[src/rtl/traffic_light_nway.sv]
// N-way traffic light controller.
// States: all-red clearance, one way green, that way yellow, night-mode flashing.
// Every output is registered from next-state values; led_way decodes the light register.
module traffic_light_nway #(
   parameter int unsigned N_WAY      = 4,
   parameter int unsigned GREEN_CYC  = 8,
   parameter int unsigned YELLOW_CYC = 3,
   parameter int unsigned ALLRED_CYC = 2,
   parameter int unsigned FLASH_CYC  = 4
) (
   input  logic                 clk,
   input  logic                 glob_rst,
   input  logic [N_WAY-1:0]     req,
   input  logic                 flash_mode,
   output logic [2*N_WAY-1:0]   light,
   output logic [7*N_WAY-1:0]   led_way,
   output logic [2:0]           active_way,
   output logic                 phase_done
);

   localparam int unsigned MAX_GY  = (GREEN_CYC > YELLOW_CYC) ? GREEN_CYC : YELLOW_CYC;
   localparam int unsigned MAX_AF  = (ALLRED_CYC > FLASH_CYC) ? ALLRED_CYC : FLASH_CYC;
   localparam int unsigned MAX_CYC = (MAX_GY > MAX_AF) ? MAX_GY : MAX_AF;
   // Counter only ever holds duration-1, so clog2 of the largest duration suffices.
   localparam int unsigned CNT_W   = (MAX_CYC > 1) ? $clog2(MAX_CYC) : 1;

   localparam logic [CNT_W-1:0] LD_GREEN  = CNT_W'(GREEN_CYC - 1);
   localparam logic [CNT_W-1:0] LD_YELLOW = CNT_W'(YELLOW_CYC - 1);
   localparam logic [CNT_W-1:0] LD_ALLRED = CNT_W'(ALLRED_CYC - 1);
   localparam logic [CNT_W-1:0] LD_FLASH  = CNT_W'(FLASH_CYC - 1);

   localparam logic [1:0] LC_GREEN  = 2'b00;
   localparam logic [1:0] LC_YELLOW = 2'b01;
   localparam logic [1:0] LC_RED    = 2'b10;
   localparam logic [1:0] LC_DARK   = 2'b11;

   typedef enum logic [1:0] {
      ST_ALLRED = 2'd0,
      ST_GREEN  = 2'd1,
      ST_YELLOW = 2'd2,
      ST_FLASH  = 2'd3
   } state_e;

   state_e               state_q, state_d;
   logic [CNT_W-1:0]     cnt_q, cnt_d;
   logic [2:0]           active_q, active_d;
   logic                 blink_q, blink_d;
   logic [2*N_WAY-1:0]   light_q, light_d;
   logic                 phase_done_q, phase_done_d;

   logic                 found;
   logic [2:0]           next_way;
   logic                 other_req;

   // Round-robin search upward from active_way+1, ending with active_way itself.
   always_comb begin
      found    = 1'b0;
      next_way = active_q;
      for (int k = 1; k <= int'(N_WAY); k++) begin
         int idx;
         idx = int'(active_q) + k;
         if (idx >= int'(N_WAY)) idx = idx - int'(N_WAY);
         if (!found && req[idx]) begin
            found    = 1'b1;
            next_way = 3'(idx);
         end
      end
   end

   // Any way other than the green one asking for service.
   always_comb begin
      other_req = |(req & ~(N_WAY'(1) << active_q));
   end

   // Next-state, counter, blink and registered-output logic.
   always_comb begin
      state_d  = state_q;
      cnt_d    = cnt_q;
      active_d = active_q;
      blink_d  = blink_q;
      unique case (state_q)
         ST_ALLRED: begin
            if (cnt_q != '0) begin
               cnt_d = cnt_q - CNT_W'(1);
            end else if (flash_mode) begin
               state_d = ST_FLASH;
               cnt_d   = LD_FLASH;
               blink_d = 1'b1;
            end else if (found) begin
               state_d  = ST_GREEN;
               cnt_d    = LD_GREEN;
               active_d = next_way;
            end
         end
         ST_GREEN: begin
            if (flash_mode || ((cnt_q == '0) && other_req)) begin
               state_d = ST_YELLOW;
               cnt_d   = LD_YELLOW;
            end else if (cnt_q != '0) begin
               cnt_d = cnt_q - CNT_W'(1);
            end
         end
         ST_YELLOW: begin
            if (cnt_q == '0) begin
               state_d = ST_ALLRED;
               cnt_d   = LD_ALLRED;
            end else begin
               cnt_d = cnt_q - CNT_W'(1);
            end
         end
         ST_FLASH: begin
            if (!flash_mode) begin
               state_d = ST_ALLRED;
               cnt_d   = LD_ALLRED;
            end else if (cnt_q == '0) begin
               cnt_d   = LD_FLASH;
               blink_d = ~blink_q;
            end else begin
               cnt_d = cnt_q - CNT_W'(1);
            end
         end
         default: begin
            state_d = ST_ALLRED;
            cnt_d   = LD_ALLRED;
         end
      endcase

      phase_done_d = (state_d == ST_YELLOW) && (cnt_d == '0);

      light_d = '0;
      for (int i = 0; i < int'(N_WAY); i++) begin
         unique case (state_d)
            ST_GREEN:  light_d[2*i +: 2] = (active_d == 3'(i)) ? LC_GREEN  : LC_RED;
            ST_YELLOW: light_d[2*i +: 2] = (active_d == 3'(i)) ? LC_YELLOW : LC_RED;
            ST_FLASH:  light_d[2*i +: 2] = blink_d ? LC_YELLOW : LC_DARK;
            default:   light_d[2*i +: 2] = LC_RED;
         endcase
      end
   end

   // State and output registers with synchronous reset.
   always_ff @(posedge clk) begin
      if (glob_rst) begin
         state_q      <= ST_ALLRED;
         cnt_q        <= LD_ALLRED;
         active_q     <= 3'(N_WAY - 1);
         blink_q      <= 1'b0;
         light_q      <= {N_WAY{LC_RED}};
         phase_done_q <= 1'b0;
      end else begin
         state_q      <= state_d;
         cnt_q        <= cnt_d;
         active_q     <= active_d;
         blink_q      <= blink_d;
         light_q      <= light_d;
         phase_done_q <= phase_done_d;
      end
   end

   // Seven-segment decode of each way's light code.
   always_comb begin
      led_way = '0;
      for (int i = 0; i < int'(N_WAY); i++) begin
         unique case (light_q[2*i +: 2])
            LC_GREEN:  led_way[7*i +: 7] = 7'b0000001;
            LC_YELLOW: led_way[7*i +: 7] = 7'b1001111;
            LC_RED:    led_way[7*i +: 7] = 7'b0010010;
            default:   led_way[7*i +: 7] = 7'b1111111;
         endcase
      end
   end

   assign light      = light_q;
   assign active_way = active_q;
   assign phase_done = phase_done_q;

endmodule

[config.mk]
export PLATFORM = sky130hd
export DESIGN_NAME = traffic_light_nway
export DESIGN_NICKNAME = d
export VERILOG_FILES = /design/src/rtl/traffic_light_nway.sv
export SDC_FILE = /design/constraint.sdc
export NUM_CORES = 1
export LEC_CHECK = 0
export ABC_AREA = 1
export CORE_MARGIN = 3
export CORE_UTILIZATION = 48
export CTS_CLUSTER_SIZE = 14
export DETAILED_ROUTE_END_ITERATION = 6
export PLACE_DENSITY = 0.86
export SYNTH_ARGS = -nofsm -noshare
export SYNTH_HDL_FRONTEND = slang
export SYNTH_SLANG_ARGS = --single-unit
[constraint.sdc]
create_clock -name clk -period 2.45 [get_ports clk]
set_input_delay 0.49 -clock clk [delete_from_list [all_inputs] [get_ports clk]]
set_output_delay 0.49 -clock clk [all_outputs]
set_load 0.05 [all_outputs]
==> flow_summary.toml, run 1 <==
[floorplan]
pin_count = 47
die_y_um = 64.8
coreArea_mm2 = 0.00318
dieWidth_um = 64.8
floorplan.rows = 20
fp.dieArea_mm2 = 0.00420
initial_core_util_pct = 52.2

[power]
clock_power_share_pct = 4.7
power.share.combinational_pct = 79.1
power_switching_share_pct = 60.0
p_int_mw = 1.22
netSwitchingPower_mw = 1.83
leakage_component_of_the_power_nw = 1.06
sequentialPowerShare_pct = 16.2
cellPowerDensity_mw_per_mm2 = 1450
power.ir.vdd_worst_uv = 903

[logic_synthesis]
post_synth_cell_types = 31
synth_mux_area_share_pct = 0
async_reset_ff_share_pct = 0
synth_top_area_share_pct = 21.7
syn_area_cell_um2 = 6.56
post_synth_xor_area_fraction_pct = 1.06
yosys.area_share.simple_pct = 39.3
synth.net_count = 277
ys_seq_elements = 18
share_of_the_synthesized_area_in_compound_gates_ao_oa_aoi_oai_pct = 9.95
synthesis.area_mm2 = 0.00166
synth_enable_flop_cells = 0
post_synth_fa_ha_maj_area_fraction_pct = 12.8
ys_warn_count = 0
synth_sequential_area_ratio_pct = 21.7
largest_family_of_logic_cells_by_synthesized_area = "simple AND/OR/NAND/NOR gates"
synth_flop_cell = "sky130_fd_sc_hd__dfxtp_1"
yosysTopAreaCell = "sky130_fd_sc_hd__dfxtp_1"
synthesis.instances = 253
synth_top_cells_by_area = "sky130_fd_sc_hd__dfxtp_1, sky130_fd_sc_hd__nand2_1, sky130_fd_sc_hd__ha_1"

[clock_tree]
cts_tree = "done"
clkSlewWorstSetupHoldPaths_ps = 100
cts.repair_timing.setup_buffer_count = 0
ctsResizeCount = 0
source_to_sink_clock_delay_at_the_later_pin_of_the_worst_skew_pair_ps = 290
clockBufferDepth = 2
root_buffer = "sky130_fd_sc_hd__clkbuf_4"
number_of_buffers_added_by_the_clock_tree_synthesis_step = 3
h-tree-depth = 1
clock-sinks = 18
cts_hold_buffers = 0

[timing]
period_share_pct = 92.8
skew_ps = 0.981
timing.slew.headroom_pct = 66.1
final-setup-viol-count = 0
max_clock_freq_ghz = 0.440
final_period_minus_worst_setup_slack_ps = 2270
rsz0062_at_grt = "no"
fin_tns_setup_ps = 0
report.final.slew_viol_count = 0
hold_violation_count_in_the_final_report = 0
max_slew.worst_pin.slew_ps = 507

[min_path]
min-delay-path-class = "reg2reg"
whs_path_depth = 2

[route]
totalWireLength_mm = 3.87
detail_route.drc_violations = 0
drt_iter0_drc = 86
drt_pass1_iterations = 4
vias_per_cell = 4.96
antenna_left = 0
wl_per_cell_um = 11.7
via_count = 1636

[place]
port-buffer-count = 46
finalWeightedCongestion = 0.936
dpl.hpwl_mm = 3.16

[critical_path]
crit_path_start_kind = "flip-flop"
kind_of_capture_point_of_the_worst_setup_path = "output pin"
cp_max_delay_cell = "sky130_fd_sc_hd__clkdlybuf4s50_1"
worstPathCellList = "buf_4, clkdlybuf4s50_1"
worst_r2r_path_depth = 13
largest_fanout_of_any_net_on_the_critical_path = 12
cp.arrival_ps = 1780
critPathKind = "reg2out"
worstPathRequired_ps = 1960
timing.critical_path.slowest_cell_delay_ps = 820

[grt]
global_route_wire_length_before_repair_mm = 6.36
grt_max_degree = 13
grt_overflow = 0
number_of_global_route_vias_before_repair = 1433
number_of_antenna_violations_at_the_first_check_in_global_routing = 0
groute.usage.overall_pct = 18.6

[finish]
design.final.nets = 312
area.growth.synth_to_final_pct = 27.0
diodes = 0
drive_gt1_share_pct = 16.1
final_util_pct = 66.3

[run_status]
outcome = "complete, no violations"

[job]
maxCapViolCount = 0
[power groups by stage]
stage | Clock (mW) | Combinational, mW | Sequential [mW]
floorplan | 0 | 1.69 | 0.652
CTS | 0.147 | 2.41 | 0.495
finish | 0.145 | 2.41 | 0.494
global placement | 0 | 2.37 | 0.497
detailed placement | 0 | 2.40 | 0.503
global route | 0.160 | 2.60 | 0.513
[cell usage in the layout, fill, tap and decap left out]
master,n
sky130_fd_sc_hd__a211oi_1,1
sky130_fd_sc_hd__a21oi_1,12
sky130_fd_sc_hd__nand4_1,1
sky130_fd_sc_hd__nor2_4,1
sky130_fd_sc_hd__a21boi_2,1
sky130_fd_sc_hd__or2_2,5
sky130_fd_sc_hd__nand4_2,1
sky130_fd_sc_hd__ha_1,17
sky130_fd_sc_hd__nand3_1,22
sky130_fd_sc_hd__clkbuf_4,3
sky130_fd_sc_hd__dfxtp_2,1
sky130_fd_sc_hd__nand3_2,5
sky130_fd_sc_hd__clkdlybuf4s50_1,46
sky130_fd_sc_hd__xor2_1,2
sky130_fd_sc_hd__inv_1,30
sky130_fd_sc_hd__nor2_2,3
sky130_fd_sc_hd__o211ai_1,1
sky130_fd_sc_hd__a21boi_0,1
sky130_fd_sc_hd__o21ai_1,3
sky130_fd_sc_hd__nand3b_1,1
sky130_fd_sc_hd__dfxtp_1,17
sky130_fd_sc_hd__a21oi_2,1
sky130_fd_sc_hd__o21ai_0,8
sky130_fd_sc_hd__nand2_4,3
sky130_fd_sc_hd__inv_8,1
sky130_fd_sc_hd__nand2_2,13
sky130_fd_sc_hd__buf_4,2
sky130_fd_sc_hd__nor2_1,8
sky130_fd_sc_hd__inv_2,6
sky130_fd_sc_hd__o21a_1,1
sky130_fd_sc_hd__nand2_1,69
[synth_stat cells (2+ instances only)]
cell type                  count
sky130_fd_sc_hd__a21oi_1      12
sky130_fd_sc_hd__buf_4         8
sky130_fd_sc_hd__clkbuf_1      8
sky130_fd_sc_hd__dfxtp_1      18
sky130_fd_sc_hd__ha_1         17
sky130_fd_sc_hd__inv_1        30
sky130_fd_sc_hd__inv_2         6
sky130_fd_sc_hd__nand2_1      69
sky130_fd_sc_hd__nand2_2      13
sky130_fd_sc_hd__nand2_4       3
sky130_fd_sc_hd__nand3_1      22
sky130_fd_sc_hd__nand3_2       5
sky130_fd_sc_hd__nor2_1        8
sky130_fd_sc_hd__nor2_2        3
sky130_fd_sc_hd__o21ai_0       8
sky130_fd_sc_hd__o21ai_1       3
sky130_fd_sc_hd__or2_2         5
sky130_fd_sc_hd__xor2_1        2
[registers in the layout (all words and copies together) (netlist names)]
register    flops
active_way      3
blink_q         1
cnt_q           3
light           8
phase_done      1
state_q         2
[final cells by class]
class,count,area (um2)
clock buffers,3,22.5
multi-input cells,180,1050
fillers,276,1070
inverters,37,146
repair buffers,48,475
flip-flops and latches,18,362
well taps,44,55.1
[per-stage QoR]
stage	cells	area (um2)	hold WS, ps	setup slack [ps]	power (mW)
detailed placement	327	2090	585	192	2.91
floorplan	253	1660	559	132	2.34
global route	330	2110	651	121	3.28
finish	330	2110	593	175	3.05
CTS	330	2110	597	172	3.06
global placement	327	2090	578	224	2.87
[path summary, 6_finish.rpt]
path,start,endpoint,slack [ps]
hold reg to reg,active_way[2]$_SDFF_PP0_,active_way[2]$_SDFF_PP0_,590
setup / recovery,active_way[0]$_SDFF_PP1_,active_way[0],180
setup reg to reg,active_way[1]$_SDFF_PP1_,light[1]$_SDFF_PP1_,320
hold / removal,active_way[2]$_SDFF_PP0_,active_way[2]$_SDFF_PP0_,590
[routing by layer]
layer | up-vias | share of wire (%) | global-route usage, % | wire, um
met5 | - | 0 | 0 | 0
met3 | 4 | 5.7 | 4.68 | 222
met4 | 0 | 0.78 | 2.11 | 30
met2 | 48 | 49 | 32.2 | 1880
li1 | 847 | - | - | -
met1 | 737 | 45 | 23.8 | 1740
[cell families (layout without fill, tap and decap cells)]
logic type / after synthesis / count (layout)
AO/OA/AOI/OAI: 29 / 29
XOR/XNOR: 2 / 2
adder cells (fa/ha/maj): 17 / 17
buffers and inverters: 55 / 88
flip-flops: 18 / 18
AND/OR/NAND/NOR: 132 / 132
[critical path: cells and delay by family (launching register included)]
kind / cells / cell delay, ps
buffers and inverters: 2 / 1050
DFF: 1 / 440
Power figures use the tool's default switching activity.
==> run 2, diff against run 1 <==
--- a/config.mk
+++ b/config.mk
@@ -6,8 +6,10 @@
 export NUM_CORES = 1
 export LEC_CHECK = 0
 export ABC_AREA = 1
+export CAP_MARGIN = 40
 export CORE_MARGIN = 3
 export CORE_UTILIZATION = 48
+export CTS_CLUSTER_DIAMETER = 150
 export CTS_CLUSTER_SIZE = 14
 export DETAILED_ROUTE_END_ITERATION = 6
 export PLACE_DENSITY = 0.86
==> results of run 2 <==
No change in the layout: final DEF, timing and power equal those of run 1.
